--- src/rtl/fifo_wr_arbiter_if.sv ---
// Handshake and FIFO write-port bundle for fifo_wr_arbiter.
// master = arbiter side, slave = producers plus FIFO side.
interface fifo_wr_arbiter_if #(
  parameter int DATA_W  = 128,
  parameter int NUM_REQ = 4,
  parameter int ID_W    = $clog2(NUM_REQ)
);
  logic [NUM_REQ-1:0]        req_valid;
  logic [NUM_REQ*DATA_W-1:0] req_data;
  logic [NUM_REQ-1:0]        req_ready;
  logic                      o_full;
  logic                      o_alm_full;
  logic                      i_wren;
  logic [DATA_W-1:0]         i_wrdata;
  logic [ID_W-1:0]           gnt_id;
  logic                      busy;

  modport master (
    input  req_valid, req_data, o_full, o_alm_full,
    output req_ready, i_wren, i_wrdata, gnt_id, busy
  );

  modport slave (
    output req_valid, req_data, o_full, o_alm_full,
    input  req_ready, i_wren, i_wrdata, gnt_id, busy
  );
endinterface

--- src/rtl/fifo_wr_arbiter.sv ---
// Round-robin arbiter sharing one FIFO write port among NUM_REQ valid/ready
// requesters, with bursts of up to BURST_LEN beats and full/almost-full backpressure.
module fifo_wr_arbiter #(
  parameter int DATA_W    = 128,
  parameter int NUM_REQ   = 4,
  parameter int BURST_LEN = 8,
  parameter int ID_W      = $clog2(NUM_REQ)
) (
  input  logic              clk,
  input  logic              rstn,
  fifo_wr_arbiter_if.master bus
);

  localparam int CNT_W = $clog2(BURST_LEN + 1);

  typedef enum logic {
    S_IDLE  = 1'b0,
    S_GRANT = 1'b1
  } state_t;

  state_t           r_state,    w_state_nxt;
  logic [ID_W-1:0]  r_gnt_id,   w_gnt_id_nxt;
  logic [ID_W-1:0]  r_rr_ptr,   w_rr_ptr_nxt;
  logic [CNT_W-1:0] r_beat_cnt, w_beat_cnt_nxt;

  logic [ID_W-1:0]  w_pick_id;
  logic [ID_W-1:0]  w_idx;
  logic [ID_W-1:0]  w_gnt_inc;
  logic             w_any_valid;
  logic             w_cur_valid;
  logic             w_beat;
  logic             w_last_beat;
  logic             w_release;

  // Search rr_ptr, rr_ptr+1, ... and keep the first valid requester found.
  // NOTE: every signal written here gets a default first, so no path can
  // leave one unassigned and infer a latch.
  always_comb begin
    w_pick_id   = r_rr_ptr;
    w_any_valid = 1'b0;
    w_idx       = '0;
    for (int i = 0; i < NUM_REQ; i++) begin
      w_idx = ID_W'((int'(r_rr_ptr) + i) % NUM_REQ);
      if (!w_any_valid && bus.req_valid[w_idx]) begin
        w_any_valid = 1'b1;
        w_pick_id   = w_idx;
      end
    end
  end

  assign w_cur_valid = bus.req_valid[r_gnt_id];
  assign w_beat      = (r_state == S_GRANT) && w_cur_valid && !bus.o_full;
  assign w_last_beat = (r_beat_cnt == CNT_W'(BURST_LEN - 1));
  assign w_gnt_inc   = (r_gnt_id == ID_W'(NUM_REQ - 1)) ? '0 : r_gnt_id + ID_W'(1);

  // Burst ends on the last permitted beat, on a beat taken while almost full,
  // or when the owner withdraws; a full FIFO just freezes the burst.
  assign w_release = (w_beat && (w_last_beat || bus.o_alm_full)) || !w_cur_valid;

  always_comb begin
    w_state_nxt    = r_state;
    w_gnt_id_nxt   = r_gnt_id;
    w_rr_ptr_nxt   = r_rr_ptr;
    w_beat_cnt_nxt = r_beat_cnt;
    case (r_state)
      S_IDLE: begin
        if (w_any_valid) begin
          w_state_nxt    = S_GRANT;
          w_gnt_id_nxt   = w_pick_id;
          w_beat_cnt_nxt = '0;
        end
      end
      S_GRANT: begin
        if (w_release) begin
          w_state_nxt    = S_IDLE;
          w_rr_ptr_nxt   = w_gnt_inc;
          w_beat_cnt_nxt = '0;
        end else if (w_beat) begin
          w_beat_cnt_nxt = r_beat_cnt + CNT_W'(1);
        end
      end
      default: w_state_nxt = S_IDLE;
    endcase
  end

  // NOTE: state registers use non-blocking assignments so every flop samples
  // the pre-edge values, independent of block ordering in simulation.
  always_ff @(posedge clk or negedge rstn) begin
    if (!rstn) begin
      r_state    <= S_IDLE;
      r_gnt_id   <= '0;
      r_rr_ptr   <= '0;
      r_beat_cnt <= '0;
    end else begin
      r_state    <= w_state_nxt;
      r_gnt_id   <= w_gnt_id_nxt;
      r_rr_ptr   <= w_rr_ptr_nxt;
      r_beat_cnt <= w_beat_cnt_nxt;
    end
  end

  // Zero-latency write: the handshake cycle is the FIFO write cycle.
  always_comb begin
    bus.req_ready           = '0;
    bus.req_ready[r_gnt_id] = w_beat;
  end

  assign bus.i_wren   = w_beat;
  assign bus.i_wrdata = (r_state == S_GRANT) ? bus.req_data[int'(r_gnt_id)*DATA_W +: DATA_W] : '0;
  assign bus.gnt_id   = r_gnt_id;
  assign bus.busy     = (r_state == S_GRANT);

endmodule
--- src/flat_wrapper.sv ---
// flat-port wrapper written by rule: the top's interface ports become plain ports
module fifo_wr_arbiter_flat 
#(
  parameter int DATA_W    = 128,
  parameter int NUM_REQ   = 4,
  parameter int BURST_LEN = 8,
  parameter int ID_W      = $clog2(NUM_REQ)
)
  (clk, rstn, bus_req_valid, bus_req_data, bus_o_full, bus_o_alm_full, bus_req_ready, bus_i_wren, bus_i_wrdata, bus_gnt_id, bus_busy);
  fifo_wr_arbiter_if #(.DATA_W(DATA_W), .NUM_REQ(NUM_REQ), .ID_W(ID_W)) bus_i ();
  input  logic clk;
  input  logic rstn;
  input wire logic [$bits(bus_i.req_valid)-1:0] bus_req_valid;
  input wire logic [$bits(bus_i.req_data)-1:0] bus_req_data;
  input wire logic [$bits(bus_i.o_full)-1:0] bus_o_full;
  input wire logic [$bits(bus_i.o_alm_full)-1:0] bus_o_alm_full;
  output wire logic [$bits(bus_i.req_ready)-1:0] bus_req_ready;
  output wire logic [$bits(bus_i.i_wren)-1:0] bus_i_wren;
  output wire logic [$bits(bus_i.i_wrdata)-1:0] bus_i_wrdata;
  output wire logic [$bits(bus_i.gnt_id)-1:0] bus_gnt_id;
  output wire logic [$bits(bus_i.busy)-1:0] bus_busy;
  assign bus_i.req_valid = bus_req_valid;
  assign bus_i.req_data = bus_req_data;
  assign bus_i.o_full = bus_o_full;
  assign bus_i.o_alm_full = bus_o_alm_full;
  assign bus_req_ready = bus_i.req_ready;
  assign bus_i_wren = bus_i.i_wren;
  assign bus_i_wrdata = bus_i.i_wrdata;
  assign bus_gnt_id = bus_i.gnt_id;
  assign bus_busy = bus_i.busy;
  fifo_wr_arbiter #(.DATA_W(DATA_W), .NUM_REQ(NUM_REQ), .BURST_LEN(BURST_LEN), .ID_W(ID_W)) u_core (.clk(clk), .rstn(rstn), .bus(bus_i));
endmodule
--- config.mk ---
export PLATFORM = sky130hd
export DESIGN_NAME = fifo_wr_arbiter_flat
export DESIGN_NICKNAME = d
export VERILOG_FILES = /design/src/rtl/fifo_wr_arbiter_if.sv /design/src/rtl/fifo_wr_arbiter.sv /design/src/flat_wrapper.sv
export SDC_FILE = /design/constraint.sdc
export NUM_CORES = 1
export LEC_CHECK = 0
export CAP_MARGIN = 10
export CORE_AREA = 2 2 257 259
export CTS_CLUSTER_DIAMETER = 30
export DETAILED_ROUTE_END_ITERATION = 8
export DIE_AREA = 0 0 259 261
export DONT_BUFFER_PORTS = 1
export PLACE_DENSITY = 0.3
export SETUP_SLACK_MARGIN = 0.02
export SYNTH_ARGS = -nofsm -noshare
export SYNTH_HDL_FRONTEND = slang
export SYNTH_SLANG_ARGS = --single-unit
--- constraint.sdc ---
create_clock -name clk -period 2.1 [get_ports clk]
set_input_delay 0.21 -clock clk [delete_from_list [all_inputs] [get_ports clk]]
set_output_delay 0.21 -clock clk [all_outputs]
set_load 0.05 [all_outputs]
Yosys cells after proc, flatten, opt, wreduce, memory -nomap -nowiden
Index checks and enable logic that the tools add are counted.
{"block": "totals", "out_inout_bits": 136, "reg_bits": 9, "input_bits": 520, "elab_cells": 67}
{"block": "op_classes", "eq_ne": 4, "shift": 1, "bitwise": 2, "order_cmp": 6, "reduce_logical": 17, "n_addsub": 5, "muxes": 28}
{"cell": "512-bit by 10-bit variable part select with 128-bit output", "n": 1}
{"cell": "128-bit 2-to-1 mux", "n": 1}
{"cell": "2-bit by 3-bit less-than comparator with 1-bit output, second input constant", "n": 5}
{"cell": "1-bit 2-to-1 mux", "n": 12}
{"cell": "4-bit 2-to-1 mux", "n": 3}
{"cell": "1-bit binary-select mux with 2-bit select", "n": 5}
{"cell": "2-bit 2-to-1 mux", "n": 4}
{"cell": "4-bit one-hot mux with 2 select lines", "n": 1}
{"cell": "1-bit logical AND", "n": 7}
{"cell": "2-bit AND reduction", "n": 3}
{"cell": "1-bit logical NOT", "n": 5}
{"cell": "2-bit by 1-bit adder with 2-bit output, second input constant", "n": 2}
{"cell": "2-bit adder, second input constant", "n": 2}
{"cell": "4-bit by 1-bit adder with 4-bit output, second input constant", "n": 1}
{"cell": "4-bit bitwise AND", "n": 1}
{"cell": "4-bit by 3-bit == test with 1-bit output, second input constant", "n": 1}
{"cell": "3-bit != test, second input constant", "n": 1}
{"cell": "1-bit demux with 2-bit select", "n": 1}
{"cell": "2-bit == test, second input constant", "n": 1}
{"cell": "2-bit by 1-bit >= comparator with 1-bit output, second input constant", "n": 1}
{"cell": "1-bit logical OR", "n": 2}
{"cell": "2-bit by 1-bit != test with 1-bit output, second input constant", "n": 1}
{"cell": "1-bit one-hot mux with 2 select lines", "n": 1}
{"cell": "1-bit inverter", "n": 1}

Logic depth before layout (Yosys ltp)
Gate-level depths: netlist of the first run.
{"block": "logic_depth", "word_depth": 14, "ltp_mapped": 6, "mapped_depth_nobuf": 5}

Least setup slack after synthesis of the first run
OpenSTA, ideal clock, no wires.
{"block": "synth_path", "path_type": "flip-flop to output port", "startpoint": "reg u_core.r_gnt_id[0], in the netlist u_core.bus.gnt_id[0]", "endpoint": "out bus_i_wrdata[100]", "t_required_ps": 1890, "path_slack_ps": -302, "stages_incl_launch_ff": 6, "arrival_time_ps": 2192, "n_path_buf": 3, "path_cell_list": "dfrtp_1 clkbuf_2 buf_2 buf_2 mux4_2 and2_1"}
{"block": "synth_between", "elab_chain_len": 2}
{"element": "from (decl)", "line": "fifo_wr_arbiter.sv:22", "source": "logic [ID_W-1:0] r_gnt_id, w_gnt_id_nxt;"}
{"element": "from (signal assigned)", "line": "fifo_wr_arbiter.sv:96", "source": "r_gnt_id <= w_gnt_id_nxt;"}
{"element": "512-bit by 10-bit variable part select with 128-bit output", "line": "fifo_wr_arbiter.sv:109", "source": "assign bus.i_wrdata = (r_state == S_GRANT) ? bus.req_data[int'(r_gnt_id)*DATA_W +: DATA_W] : '0;"}
{"element": "128-bit 2-to-1 mux", "line": "fifo_wr_arbiter.sv:109"}
{"element": "to (decl)", "line": "flat_wrapper.sv:19", "source": "output wire logic [$bits(bus_i.i_wrdata)-1:0] bus_i_wrdata;"}
Every way passes these cells.

Final worst setup path of the first run
{"block": "layout_path", "startpoint": "reg u_core.r_gnt_id[0], in the netlist u_core.bus.gnt_id[0]", "endpoint": "out bus_i_wrdata[65]"}
Same word-level chain as after synthesis.

==> metrics.yaml, run 1 <==
logic_synthesis:
  yosysWarnings: 0
  ys_seq_elements: 9
  seq_area_frac_synth_pct: 5.02
  synthCells: 365
  synth_fp_nets: 890
  synthTopCellsByArea: "mux4_2 65%, and2_1 18%, dfrtp_1 5.0%, buf_2 1.7%, ha_1 1.4%"
  yosys.cell_types.count: 34
  avgSynthCellArea_um2: 12.3
  synth.cell_area_um2: 4490
  yosysTopAreaCellShare_pct: 64.7
  yosysTopAreaCell: "mux4_2"
power_and_ir_drop:
  powerDensity_nw_per_um2: 2100
  leakage_uw: 0.00211
  peakVddDrop_v: 0.000867
finish:
  syn_to_final_growth_pct: 51.1
  design_area_um2: 6780
  drive_gt1_share_pct: 83.9
  utilization_pct: 10.4
  nNetsFinal: 904
clock_tree:
  clockBufferDepth: 2
  cts_num_sinks: 9
  htreeDepth: 1
  clockRootBuffer: "clkbuf_16"
  clk_latency_ps: 230
  clk_pin_slew_ps: 40
  cts_tree: "built"
  numCtsBuffers: 3
critical_path:
  crit_required_ps: 1890
  r2r-start: "u_core.bus.gnt_id[0]$_DFFE_PN0P_"
  worstSetupStartpointType: "register"
  cp-end-kind: "output pin"
  rrSetupSlack_ps: 110
  timing.rr.end: "u_core.r_beat_cnt[2]$_DFFE_PN0P_"
  path_max_fanout: 14
  startpoint: "u_core.bus.gnt_id[0]$_DFFE_PN0P_"
  r2r_cells: 6
  path_class: "reg2out"
  worstPathArrival_ps: 1980
outcome:
  outcome: "complete, but fails checks"
  violations: "setup timing"
route:
  post-route-drc-count: 0
  routed_wl_um: 38200
  wl_met3_um: 4240
  vias: 4308
  drt-initial-drc-count: 340
  wl_met2_um: 19400
  dr.pass1.iters: 4
  via_per_inst: 3.42
  wl_per_cell_um: 30.3
  routed.top_layer: "met5"
  detail-route-antenna-nets: 0
  drt-met1-wl_um: 12600
floorplan:
  initial_core_util_pct: 6.90
  rows: 94
  die_height_um: 261
  core_area_um2: 65000
  die-width_um: 259
  die_area_um2: 67600
  design.portCount: 656
sta:
  rsz0062_at_grt: "yes"
  finClkSkew_ps: 3.58
  tightestPinTransition_ps: 711
  tns_ps: -1290
  finalSetupViolations: 49
  fmax_mhz: 457
  slew_headroom_pct: 52.6
  period_minus_slack_ps: 2190
  period_share_pct: 104
  slew_violations: 0
  layout_setup_ws_ps: -88.7
  report.final.hold_viol_count: 0
  hold_ws_ps: 168
placed_design:
  port_buffers: 0
  placed_area_um2: 5970
  gp_congestion: 0.967
  dpl.hpwl_um: 33400
grt:
  grt_pass1_wl_um: 44500
  grt_pass1_vias: 4390
  grt_usage_pct: 10.0
  antenna_found_initial: 62
  grt_max_degree: 136
  grt.overflow.total: 0
run:
  cap_violations: 0
worst_hold_path:
  hold_path.class: "in2reg"
  hold_depth: 2
  hp-start: "bus_req_valid[3]"
  holdPathEnd: "u_core.bus.gnt_id[1]$_DFFE_PN0P_"
[through the flow]
stage / setup slack, ps / total power (µW) / cells
finish: -88.7 / 14200 / 1260
CTS: -99.0 / 14000 / 1233
detailed placement: 11.6 / 12000 / 1215
global route: -106 / 14800 / 1256
floorplan: -48.8 / 10200 / 365
global placement: 25.1 / 12000 / 1215
[how the worst max path moves through the flow]
stage | to | slack, ps | cells past startpoint
2_1_floorplan | bus_i_wrdata[100] | -50 | 5
3_3_place_gp | bus_i_wrdata[65] | 30 | 4
3_5_place_dp | bus_i_wrdata[65] | 10 | 4
4_1_cts | bus_i_wrdata[76] | -100 | 5
5_1_grt | bus_i_wrdata[76] | -110 | 5
6_report | bus_i_wrdata[65] | -90 | 5
[worst max-delay path: stages, from the launching register on]
cell and delay [ps]:
dfrtp_4 500, buf_12 150, buf_16 150, buf_4 170, mux4_2 480, and2_4 250
[cell type report]
| type | count | area, µm² |
|---|---|---|
| Tap cell | 864 | 1080 |
| Sequential cell | 9 | 236 |
| Multi-Input combinational cell | 304 | 4360 |
| Inverter | 8 | 30.0 |
| Clock buffer | 4 | 78.8 |
| Fill cell | 7479 | 58300 |
| Antenna cell | 18 | 45.0 |
| Timing Repair Buffer | 53 | 950 |
[registers in the layout (all words and copies together), names as in the netlist]
register and cells:
u_core.r_beat_cnt 4, u_core.bus.gnt_id 2, u_core.r_rr_ptr 2, u_core.bus.busy 1
[cells in the final DEF (no fill, tap or decap), types with 2 or more instances in the layout]
cell,synthesis,routed
inv_1,8,8
clkbuf_16,0,8
buf_16,0,10
nand3_1,2,2
nor2_1,3,3
nand2_1,6,6
dfrtp_4,0,3
mux2_1,2,2
diode_2,0,18
and3_1,4,3
ha_1,5,5
buf_8,0,4
buf_12,0,17
o21ai_0,4,3
dfrtp_1,9,6
buf_6,0,5
mux4_2,129,129
a221oi_1,2,2
and2_1,130,3
buf_4,2,11
and2_4,0,124
and2_2,0,3
[power breakdown]
group | total, µW | switching [µW] | internal (µW)
clock | 332 | 78.8 | 253
sequential | 330 | 80.7 | 249
combinational | 13600 | 8280 | 5290
[logic make-up after synthesis]
group | count (synthesis) | synth area share, %
AOI/OAI and AO/OA | 15 | 2.42
muxes | 132 | 65.4
DFF | 9 | 5.02
and+or+nand+nor | 152 | 20.8
adders and majority gates | 5 | 1.39
buffers and inverters | 52 | 4.96
[routing by layer]
layer	global-route usage (%)	up-vias
met5	0	-
met4	3.07	20
met3	3.27	129
met2	18.8	535
met1	10.6	2096
li1	-	1528
[synthesized netlist by cell type]
cell / n
o31ai_2: 1
and3_1: 4
a22o_1: 1
o22ai_1: 1
nor4_1: 1
mux4_2: 129
and2_1: 130
mux2i_1: 1
a21o_1: 1
o311ai_0: 1
o32ai_1: 1
nor2_1: 3
buf_1: 10
nand2_1: 6
o21ai_0: 4
o211ai_1: 1
nand4bb_1: 1
dfrtp_1: 9
ha_1: 5
and3b_1: 1
nor2b_1: 1
mux2_1: 2
clkbuf_1: 16
a21oi_1: 1
inv_1: 8
nand4_1: 1
buf_2: 15
a31oi_1: 1
nand2b_1: 1
or3_1: 1
a221oi_1: 2
clkbuf_2: 1
nand3_1: 2
buf_4: 2
[timing repair]
| action | CTS | global route |
|---|---|---|
| resized for setup | 136 | 19 |
| setup buffers | 7 | 5 |
| hold buffers | 1 | 0 |
| setup endpoints to repair | 126 | 106 |
| cloned | 6 | 5 |
| endpoints found under the hold margin | 9 | 0 |
No activity file was read; power rests on OpenSTA's default activity.
==> run 2, diff against run 1 <==
--- a/config.mk
+++ b/config.mk
@@ -7,7 +7,6 @@
 export LEC_CHECK = 0
 export CAP_MARGIN = 10
 export CORE_AREA = 2 2 257 259
-export CTS_CLUSTER_DIAMETER = 30
 export DETAILED_ROUTE_END_ITERATION = 8
 export DIE_AREA = 0 0 259 261
 export DONT_BUFFER_PORTS = 1
==> results of run 2 <==
No change in the layout: final DEF, timing and power equal those of run 1.
